`config.mk`:
```
export PLATFORM = sky130hd
export DESIGN_NAME = pipeline_fetch_unit
export DESIGN_NICKNAME = d
export VERILOG_FILES = /design/src/rtl/pipeline_fetch_unit.sv
export SDC_FILE = /design/constraint.sdc
export NUM_CORES = 1
export LEC_CHECK = 0
export BUFFER_PORTS_ARGS = -buffer_cell sky130_fd_sc_hd__buf_2
export CAP_MARGIN = 20
export CORE_MARGIN = 2
export CORE_UTILIZATION = 45
export CTS_CLUSTER_DIAMETER = 40
export DETAILED_ROUTE_END_ITERATION = 7
export GPL_ROUTABILITY_DRIVEN = 1
export GPL_TIMING_DRIVEN = 0
export PLACE_DENSITY = 0.68
export SLEW_MARGIN = 20
export SYNTH_ARGS = -nofsm -noshare
export SYNTH_HDL_FRONTEND = slang
export SYNTH_SLANG_ARGS = --single-unit
```
`constraint.sdc`:
```
create_clock -name clk -period 5.1 [get_ports clk]
set_input_delay 0.255 -clock clk [delete_from_list [all_inputs] [get_ports clk]]
set_output_delay 0.255 -clock clk [all_outputs]
set_load 0.03 [all_outputs]
```
`src/rtl/pipeline_fetch_unit.sv`:
```
// pipeline_fetch_unit
//   Instruction-fetch stage plus the IF/ID pipeline register. Owns the PC and
//   the instruction-memory request/ready handshake. Inserts bubbles on
//   redirects and memory wait states, and parks a word fetched during an ID
//   stall in a one-entry skid buffer.
//
// Ports
//   clk, rst_n          clock (rising edge), async active-low reset
//   imem_req            fetch request, asserted only in FETCH
//   imem_addr           fetch address, always equal to the PC
//   imem_rdata          instruction word, valid when imem_ready=1
//   imem_ready          memory completed the current request
//   shouldStall         ID stage cannot accept a new instruction
//   shouldJumpOrBranch  redirect the PC to branchTarget (highest priority)
//   branchTarget        redirect address, low two bits forced to zero
//   id_instruction      IF/ID instruction word (NOP_WORD for a bubble)
//   id_pc, id_pcPlus4   address of id_instruction and that address + 4
//   id_valid            IF/ID holds a real instruction
//
// state   | meaning
// --------+------------------------------------------------------------
// S_IDLE  | just out of reset, no request; moves to S_FETCH next edge
// S_FETCH | request outstanding at PC, waiting for imem_ready
// S_HELD  | fetched word parked in skid buffer while ID stalls; no request
module pipeline_fetch_unit #(
  parameter logic [31:0] RESET_PC = 32'h0000_0000,
  parameter logic [31:0] NOP_WORD = 32'h0000_0000
) (
  input  logic        clk,
  input  logic        rst_n,
  output logic        imem_req,
  output logic [31:0] imem_addr,
  input  logic [31:0] imem_rdata,
  input  logic        imem_ready,
  input  logic        shouldStall,
  input  logic        shouldJumpOrBranch,
  input  logic [31:0] branchTarget,
  output logic [31:0] id_instruction,
  output logic [31:0] id_pc,
  output logic [31:0] id_pcPlus4,
  output logic        id_valid
);

  typedef enum logic [1:0] {
    S_IDLE  = 2'd0,
    S_FETCH = 2'd1,
    S_HELD  = 2'd2
  } state_t;

  state_t      r_state;
  logic        r_imem_req;
  logic [31:0] r_pc;
  logic [31:0] r_id_instr;
  logic [31:0] r_id_pc;
  logic [31:0] r_id_pc4;
  logic        r_id_valid;
  logic [31:0] r_skid_instr;
  logic [31:0] r_skid_pc;

  logic [31:0] w_pc_plus4;
  logic [31:0] w_target;
  logic [1:0]  w_unused_tgt_lsbs;

  assign w_pc_plus4        = r_pc + 32'd4;
  assign w_target          = {branchTarget[31:2], 2'b00};
  assign w_unused_tgt_lsbs = branchTarget[1:0];

  always_ff @(posedge clk or negedge rst_n) begin
    if (!rst_n) begin
      r_state      <= S_IDLE;
      r_imem_req   <= 1'b0;
      r_pc         <= RESET_PC;
      r_id_instr   <= NOP_WORD;
      r_id_pc      <= 32'd0;
      r_id_pc4     <= 32'd0;
      r_id_valid   <= 1'b0;
      r_skid_instr <= NOP_WORD;
      r_skid_pc    <= 32'd0;
    end else begin
      case (r_state)
        S_IDLE: begin
          r_state    <= S_FETCH;
          r_imem_req <= 1'b1;
        end

        S_FETCH, S_HELD: begin
          if (shouldJumpOrBranch) begin
            // Redirect beats stall; dropping the request cancels any
            // response arriving in this cycle, and the skid entry is lost.
            r_pc       <= w_target;
            r_id_instr <= NOP_WORD;
            r_id_valid <= 1'b0;
            r_state    <= S_FETCH;
            r_imem_req <= 1'b1;
          end else if (r_state == S_HELD) begin
            if (!shouldStall) begin
              // PC still points at the parked word, so PC+4 is its link.
              r_id_instr <= r_skid_instr;
              r_id_pc    <= r_skid_pc;
              r_id_pc4   <= w_pc_plus4;
              r_id_valid <= 1'b1;
              r_pc       <= w_pc_plus4;
              r_state    <= S_FETCH;
              r_imem_req <= 1'b1;
            end
          end else if (imem_ready) begin
            if (shouldStall) begin
              r_skid_instr <= imem_rdata;
              r_skid_pc    <= r_pc;
              r_state      <= S_HELD;
              r_imem_req   <= 1'b0;
            end else begin
              r_id_instr <= imem_rdata;
              r_id_pc    <= r_pc;
              r_id_pc4   <= w_pc_plus4;
              r_id_valid <= 1'b1;
              r_pc       <= w_pc_plus4;
            end
          end else if (!shouldStall) begin
            // ID consumed the previous entry and nothing new arrived.
            r_id_instr <= NOP_WORD;
            r_id_valid <= 1'b0;
          end
        end

        default: begin
          r_state    <= S_IDLE;
          r_imem_req <= 1'b0;
        end
      endcase
    end
  end

  assign imem_req       = r_imem_req;
  assign imem_addr      = r_pc;
  assign id_instruction = r_id_instr;
  assign id_pc          = r_id_pc;
  assign id_pcPlus4     = r_id_pc4;
  assign id_valid       = r_id_valid;

endmodule

```
-- Yosys cells after proc, flatten, opt, wreduce, memory -nomap -nowiden
Cells that the tools add are included.
- muxes and demuxes: 34
- add/sub/neg operators: 1
- bitwise operators: 3
- reduce and logical (&&, ||, !) cells: 11
- equality and inequality tests: 7
- operator list (cell ; number):
    2-to-1 mux 32 bit ; 17
    adder 32 x 3 -> 32 bit (second input constant) ; 1
    != test 4 bit (second input constant) ; 3
    2-to-1 mux 1 bit ; 10
    2-to-1 mux 2 bit ; 5
    AND reduction 2 bit ; 3
    AND reduction 3 bit ; 2
    AND reduction 5 bit ; 1
    != test 4 x 2 -> 1 bit (second input constant) ; 1
    one-hot mux 2 bit (2 select lines) ; 1
    AND reduction 4 bit ; 1
    NOT 1 bit ; 3
    nonzero test 3 bit ; 1
    equality test 2 x 1 -> 1 bit (second input constant) ; 1
    equality test 2 bit (second input constant) ; 1
    logical NOT 2 bit ; 1
    != test 2 x 1 -> 1 bit (second input constant) ; 1
    one-hot mux 1 bit (2 select lines) ; 1
    nonzero test 2 bit ; 1
    OR reduction 2 bit ; 1
- output and inout port bits: 130
- flip-flop bits (word level): 196

-- Logic depth before layout (Yosys ltp)
- word-level depth: 5
- mapped depth: 10
- mapped depth without buffers: 6

-- Worst setup path after synthesis
Ideal clock, no wire load.
- path type: register -> register
- from: reg r_state[0]
- to: reg r_pc[22], in the netlist imem_addr[22]
- buffers on the path: 2
- library setup time: 0.071 ns
- path slack: 2.831 ns
- data arrival time: 2.198 ns
- stages on the path, launching flop included: 9
- period minus slack after synthesis: 2.269 ns
- cells stage by stage: dfrtp_1 -> inv_1 -> ha_1 -> or3b_1 -> buf_2 -> or2_1 -> buf_2 -> or4_1 -> nand4_1
- word-level cells in the longest chain between the ends: 3
- elaborated cells on any way between the ends: 7
- classes of those cells: eq/ne (2); mux (2); reduce/logical (3)
- RTL lines (what ; RTL line ; text):
    start: declaration ; 50 ; state_t r_state;
    start signal: assignment ; 70 ; r_state <= S_IDLE;
    start signal: assignment ; 82 ; r_state <= S_FETCH;
    start signal: assignment ; 93 ; r_state <= S_FETCH;
    equality test 2 bit or equality test 2 x 1 -> 1 bit (tied branches) ; 80, 95 ;
    nonzero test 3 bit (no source line), or another cell as far along ; -- ;
    AND reduction 2 bit (no source line) or 2-to-1 mux 32 bit (tied branches) ; -- ;
    end signal: assignment ; 90 ; r_pc <= w_target;
    end signal: assignment ; 102 ; r_pc <= w_pc_plus4;
    end signal: assignment ; 117 ; r_pc <= w_pc_plus4;
    end: declaration ; 52 ; logic [31:0] r_pc;
Parallel ways exist; a longest one is shown, timed or not.
A chain may end at the register's enable or synchronous reset.

-- Final worst setup path
- from: reg r_state[0]
- to: reg r_id_pc4[30], in the netlist id_pcPlus4[30]
- word-level cells in the longest chain between the ends: 3
- elaborated cells on any way between the ends: 6
- classes of those cells: eq/ne (2); mux (1); reduce/logical (3)
- RTL lines (what ; RTL line ; text):
    equality test 2 bit or equality test 2 x 1 -> 1 bit (tied branches) ; 80, 95 ;
    nonzero test 2 bit (no source line) or OR reduction 2 bit (tied branches) ; -- ;
    AND reduction 3 bit (no source line) ; -- ;
    end signal: assignment ; 100 ; r_id_pc4 <= w_pc_plus4;
    end signal: assignment ; 115 ; r_id_pc4 <= w_pc_plus4;
    end: declaration ; 55 ; logic [31:0] r_id_pc4;
Parallel ways exist; a longest one is shown, timed or not.

==> flow_summary.html <==
<table>
<tr><th>Metric</th><th>Value</th></tr>
<tr><th colspan="2">Setup path</th></tr>
<tr><td>Startpoint class of the critical path</td><td>flop</td></tr>
<tr><td>Crit-path leading delay family</td><td>buffers and inverters</td></tr>
<tr><td>Worst path slowest cell</td><td>sky130_fd_sc_hd__dfrtp_1</td></tr>
<tr><td>Startpoint-to-endpoint class of the critical path</td><td>reg -&gt; reg</td></tr>
<tr><td>Endpoint required time on the critical path</td><td>roughly 5400 ps</td></tr>
<tr><td>Crit-path most repeated cell</td><td>sky130_fd_sc_hd__buf_2</td></tr>
<tr><td>Highest net fanout along the worst path</td><td>10</td></tr>
<tr><td>Crit path arrival time</td><td>around 3100 ps</td></tr>
<tr><td>Worst path cell trace</td><td>inv_1, ha_1, or3b_1, buf_2, or2_1, buf_2, buf_2, buf_1, nand2_1, nand3_1</td></tr>
<tr><td>Levels on crit path</td><td>10</td></tr>
<tr><td>Highest cell delay on the worst timing path</td><td>400 ps</td></tr>
<tr><td>Type of element capturing the critical path</td><td>flop</td></tr>
<tr><td>Buffers plus inverters on the worst setup path</td><td>5</td></tr>
<tr><td>Depth of the worst register-to-register path</td><td>10</td></tr>
<tr><th colspan="2">Power</th></tr>
<tr><td>Switching power</td><td>around 3.2 mW</td></tr>
<tr><td>Power density over cell area</td><td>669 nW/um2</td></tr>
<tr><td>Internal power summed over all cells</td><td>between 3 and 4 mW</td></tr>
<tr><td>Comb pwr share</td><td>0.441</td></tr>
<tr><td>Switch share</td><td>0.443</td></tr>
<tr><td>Worst-case vdd ir drop</td><td>0.341 mV</td></tr>
<tr><td>Total chip power</td><td>a little over 7 mW</td></tr>
<tr><td>Power share of the sequential group</td><td>0.362</td></tr>
<tr><td>Clock group share of total power</td><td>0.197</td></tr>
<tr><td>Leakage</td><td>4.90 nW</td></tr>
<tr><th colspan="2">Die</th></tr>
<tr><td>Boundary pin count</td><td>199</td></tr>
<tr><td>Site Rows</td><td>51</td></tr>
<tr><td>Starting density of the core</td><td>0.455</td></tr>
<tr><td>Height of the die</td><td>144 um</td></tr>
<tr><td>Full die area</td><td>just over 20000 um2</td></tr>
<tr><td>Width of the die</td><td>144 um</td></tr>
<tr><td>Core Footprint</td><td>roughly 19000 um2</td></tr>
<tr><th colspan="2">Detailed routing</th></tr>
<tr><td>Post-route ant nets</td><td>0</td></tr>
<tr><td>Post-route DRC</td><td>0</td></tr>
<tr><td>Detail-routed net length per standard cell</td><td>18.4 um</td></tr>
<tr><td>Total via count in the routed design</td><td>~7400</td></tr>
<tr><td>Routed WL</td><td>roughly 25000 um</td></tr>
<tr><td>Detailed router's first-iteration violation count</td><td>710</td></tr>
<tr><td>First-pass detailed-route iteration total</td><td>5</td></tr>
<tr><td>Detailed-route vias per instance</td><td>roughly 5.5</td></tr>
<tr><th colspan="2">STA</th></tr>
<tr><td>Fin Setup TNS</td><td>0 ps</td></tr>
<tr><td>Pin slew with the least headroom to its limit</td><td>about 940 ps</td></tr>
<tr><td>Final slew viol count</td><td>0</td></tr>
<tr><td>Clk_skew</td><td>10.5 ps</td></tr>
<tr><td>Worst hold slack</td><td>between 50 and 60 ps</td></tr>
<tr><td>Final period utilization</td><td>0.546</td></tr>
<tr><td>Fin. Hold Viols</td><td>0</td></tr>
<tr><td>Unrepaired setup endpoints after global routing</td><td>no</td></tr>
<tr><td>Final setup viols</td><td>0</td></tr>
<tr><td>Worst slew margin relative to its limit</td><td>0.371</td></tr>
<tr><td>Post-layout minimum cycle time</td><td>around 2800 ps</td></tr>
<tr><td>Achievable clock frequency</td><td>between 300 and 400 MHz</td></tr>
<tr><th colspan="2">Layout</th></tr>
<tr><td># fillers</td><td>around 1700</td></tr>
<tr><td>Count of non-filler cells in the finished layout</td><td>between 1000 and 1500</td></tr>
<tr><td>Area delta synth-&gt;final</td><td>22.5%</td></tr>
<tr><td>Layout cells sized above 1</td><td>0.286</td></tr>
<tr><td>Final-stage net count</td><td>1134</td></tr>
<tr><td>Footprint of the multi-input gates</td><td>roughly 3700 um2</td></tr>
<tr><td>Combined flip-flop and latch cell area</td><td>roughly 4700 um2</td></tr>
<tr><th colspan="2">Yosys</th></tr>
<tr><td>Unique cell type count in the Yosys netlist</td><td>48</td></tr>
<tr><td>Number of flops mapped to enable cells by yosys</td><td>0</td></tr>
<tr><td>Sequential element share of the synthesized area</td><td>0.537</td></tr>
<tr><td>Area fraction of the dominant cell type after synthesis</td><td>0.537</td></tr>
<tr><td>Leading cell type by number of instances after synthesis</td><td>sky130_fd_sc_hd__dfrtp_1</td></tr>
<tr><td>Commonest cells post-synth</td><td>sky130_fd_sc_hd__dfrtp_1 (188), sky130_fd_sc_hd__nand2_1 (113), sky130_fd_sc_hd__o21ai_0 (97), sky130_fd_sc_hd__mux2_2 (62), sky130_fd_sc_hd__clkbuf_1 (57)</td></tr>
<tr><td>Most area-consuming cells after synthesis</td><td>sky130_fd_sc_hd__dfrtp_1 (54%), sky130_fd_sc_hd__mux2_2 (8.0%), sky130_fd_sc_hd__o21ai_0 (5.5%), sky130_fd_sc_hd__nand2_1 (4.8%), sky130_fd_sc_hd__mux2i_1 (3.5%)</td></tr>
<tr><td>Syn Std Cell Area</td><td>between 8000 and 9000 um2</td></tr>
<tr><td>Number of instances in the synthesized netlist</td><td>roughly 840</td></tr>
<tr><td>Register bit total from synthesis</td><td>188</td></tr>
<tr><td>Most used flip-flop cell after synthesis</td><td>sky130_fd_sc_hd__dfrtp_1</td></tr>
<tr><td>Avg Cell Area, Syn</td><td>between 10 and 15 um2</td></tr>
<tr><td>Share of synthesized flip-flops with an asynchronous set or reset</td><td>1.00</td></tr>
<tr><td>Yosys warnings</td><td>0</td></tr>
<tr><td>Cell taking the most area after synthesis</td><td>sky130_fd_sc_hd__dfrtp_1</td></tr>
<tr><th colspan="2">Place</th></tr>
<tr><td>Total instance count after detailed placement</td><td>1305</td></tr>
<tr><td>RD Place Congestion</td><td>just under 0.9</td></tr>
<tr><td>Dpl hpwl</td><td>17400 um</td></tr>
<tr><td>Number of buffer cells added on primary ports</td><td>190</td></tr>
<tr><th colspan="2">Clock network</th></tr>
<tr><td>Clock Tree Buf Depth</td><td>2</td></tr>
<tr><td>Clk slew on worst S/H paths</td><td>about 70 ps</td></tr>
<tr><td>Clk sink count</td><td>between 150 and 200</td></tr>
<tr><td>Resized cells post-CTS</td><td>0</td></tr>
<tr><td>TritonCTS Buffers</td><td>17</td></tr>
<tr><td>Post-CTS Setup Inserts</td><td>0</td></tr>
<tr><td>CTS tree</td><td>built</td></tr>
<tr><td>H-tree lvl count</td><td>4</td></tr>
<tr><td>Clock tree root buffer cell</td><td>sky130_fd_sc_hd__clkbuf_16</td></tr>
<tr><td>Clock network latency to the later pin of the worst-skew pair</td><td>440 ps</td></tr>
<tr><th colspan="2">Job</th></tr>
<tr><td>Max_cap viols</td><td>0</td></tr>
<tr><th colspan="2">Global route</th></tr>
<tr><td>Number of antenna violations at the first check in global routing</td><td>3</td></tr>
<tr><td>Wire length of the first global-routing pass</td><td>between 30000 and 40000 um</td></tr>
<tr><td>Total overflow reported by the global router</td><td>0</td></tr>
<tr><td>Largest net degree at the start of global routing</td><td>98</td></tr>
<tr><td>Number of global-route vias before repair</td><td>between 7000 and 8000</td></tr>
<tr><td>Global Route Usage Sum</td><td>0.244</td></tr>
<tr><th colspan="2">Outcome</th></tr>
<tr><td>Status</td><td>finished, final reports clean</td></tr>
<tr><th colspan="2">Hold path</th></tr>
<tr><td>Worst Hold Class</td><td>in -&gt; reg</td></tr>
<tr><td>Cell depth of the worst hold path</td><td>2</td></tr>
</table>
## kinds of logic after synthesis
logic type / synth area share
flip-flops: 0.537
buffers and inverters: 0.0447
other: 0.000428
AND/OR/NAND/NOR: 0.136
AO/OA/AOI/OAI: 0.147
XOR/XNOR: 0.0130
adder cells (fa/ha/maj): 0.00714
multiplexers: 0.115
## routing by layer
layer | vias to the layer above | share of wire | routed length [um] | GRT usage
met2 | 293 | 0.47 | 11500 | 0.371
met1 | 3599 | 0.44 | 10900 | 0.341
met4 | 2 | 0.026 | 647 | 0.0991
li1 | 3471 | - | - | -
met5 | - | 0.00053 | 13 | 0
met3 | 44 | 0.068 | 1680 | 0.0520
## layout by cell type (no fill, tap or decap), drive strengths merged, types with 12 or more instances in the layout
cell    instances
o311ai         12
clkbuf         76
nand4          15
a22oi          38
a21oi          18
inv            17
mux2           62
nand2         113
buf           216
o21ai          99
nor2           21
mux2i          31
and3           14
dfrtp         188
nand3          39
## stage by stage
step / worst slack [ps] / area (um2) / utilization
2_1_floorplan: 2830 / 8780 / -
3_3_place_gp: 638 / 10100 / 0.522
3_5_place_dp: 2320 / 10100 / 0.524
4_1_cts: 2310 / 10700 / 0.557
5_1_grt: 2090 / 10700 / 0.557
6_report: 2320 / 10700 / 0.557
## power groups by stage
stage | sequential [mW] | combinational, mW | clock, mW
6_report | 2.60 | 3.17 | 1.42
5_1_grt | 2.68 | 3.44 | 1.49
4_1_cts | 2.60 | 3.18 | 1.43
3_5_place_dp | 2.62 | 3.17 | 0
3_3_place_gp | 2.60 | 3.11 | 0
2_1_floorplan | 3.36 | 1.39 | 0
## registers in the layout, summed over array words and instances, names as in the netlist
register        flops
id_instruction     32
r_skid_instr       32
r_skid_pc          30
id_pcPlus4         30
r_state             2
imem_addr          30
imem_req            1
id_valid            1
id_pc              30
## timing repair
item / 4_1_cts / 5_1_grt
setup endpoints to repair: 0 / 0
hold buffers: 1 / 0
endpoints found under the hold margin: 91 / 0
## worst register-to-register path, cell delays in order, from the launching register on
cell	delay, ps
sky130_fd_sc_hd__dfrtp_1	400
sky130_fd_sc_hd__inv_1	90
sky130_fd_sc_hd__ha_1	370
sky130_fd_sc_hd__or3b_1	350
sky130_fd_sc_hd__buf_2	180
sky130_fd_sc_hd__or2_1	260
sky130_fd_sc_hd__buf_2	200
sky130_fd_sc_hd__buf_2	220
sky130_fd_sc_hd__buf_1	330
sky130_fd_sc_hd__nand2_1	170
sky130_fd_sc_hd__nand3_1	90
## cell type report
| type | count | area share |
|---|---|---|
| timing repair buffer | 192 | 0.0930 |
| antenna | 2 | 0.000466 |
| clock buffer | 17 | 0.0396 |
| sequential | 188 | 0.438 |
| multi-input combinational | 569 | 0.343 |
| inverter | 8 | 0.00280 |
| clock inverter | 15 | 0.0183 |
| tap | 265 | 0.0309 |
| buffer | 84 | 0.0337 |
## path summary, 6_finish.rpt
check / startpoint / endpoint / slack (ps)
worst min-delay path: imem_rdata[6] / r_skid_instr[6]$_DFFE_PN0P_ / 60
min in group asynchronous: rst_n / id_pc[9]$_DFFE_PN0P_ / 410
max in group asynchronous: rst_n / imem_addr[30]$_DFFE_PN0P_ / 3760
worst max-delay path: r_state[0]$_DFFE_PN0P_ / id_pcPlus4[30]$_DFFE_PN0P_ / 2320
worst max register to register: r_state[0]$_DFFE_PN0P_ / id_pcPlus4[30]$_DFFE_PN0P_ / 2320
worst min register to register: id_instruction[31]$_DFFE_PN0P_ / id_instruction[31]$_DFFE_PN0P_ / 470
Note: power is estimated with default switching activity, not from simulation.
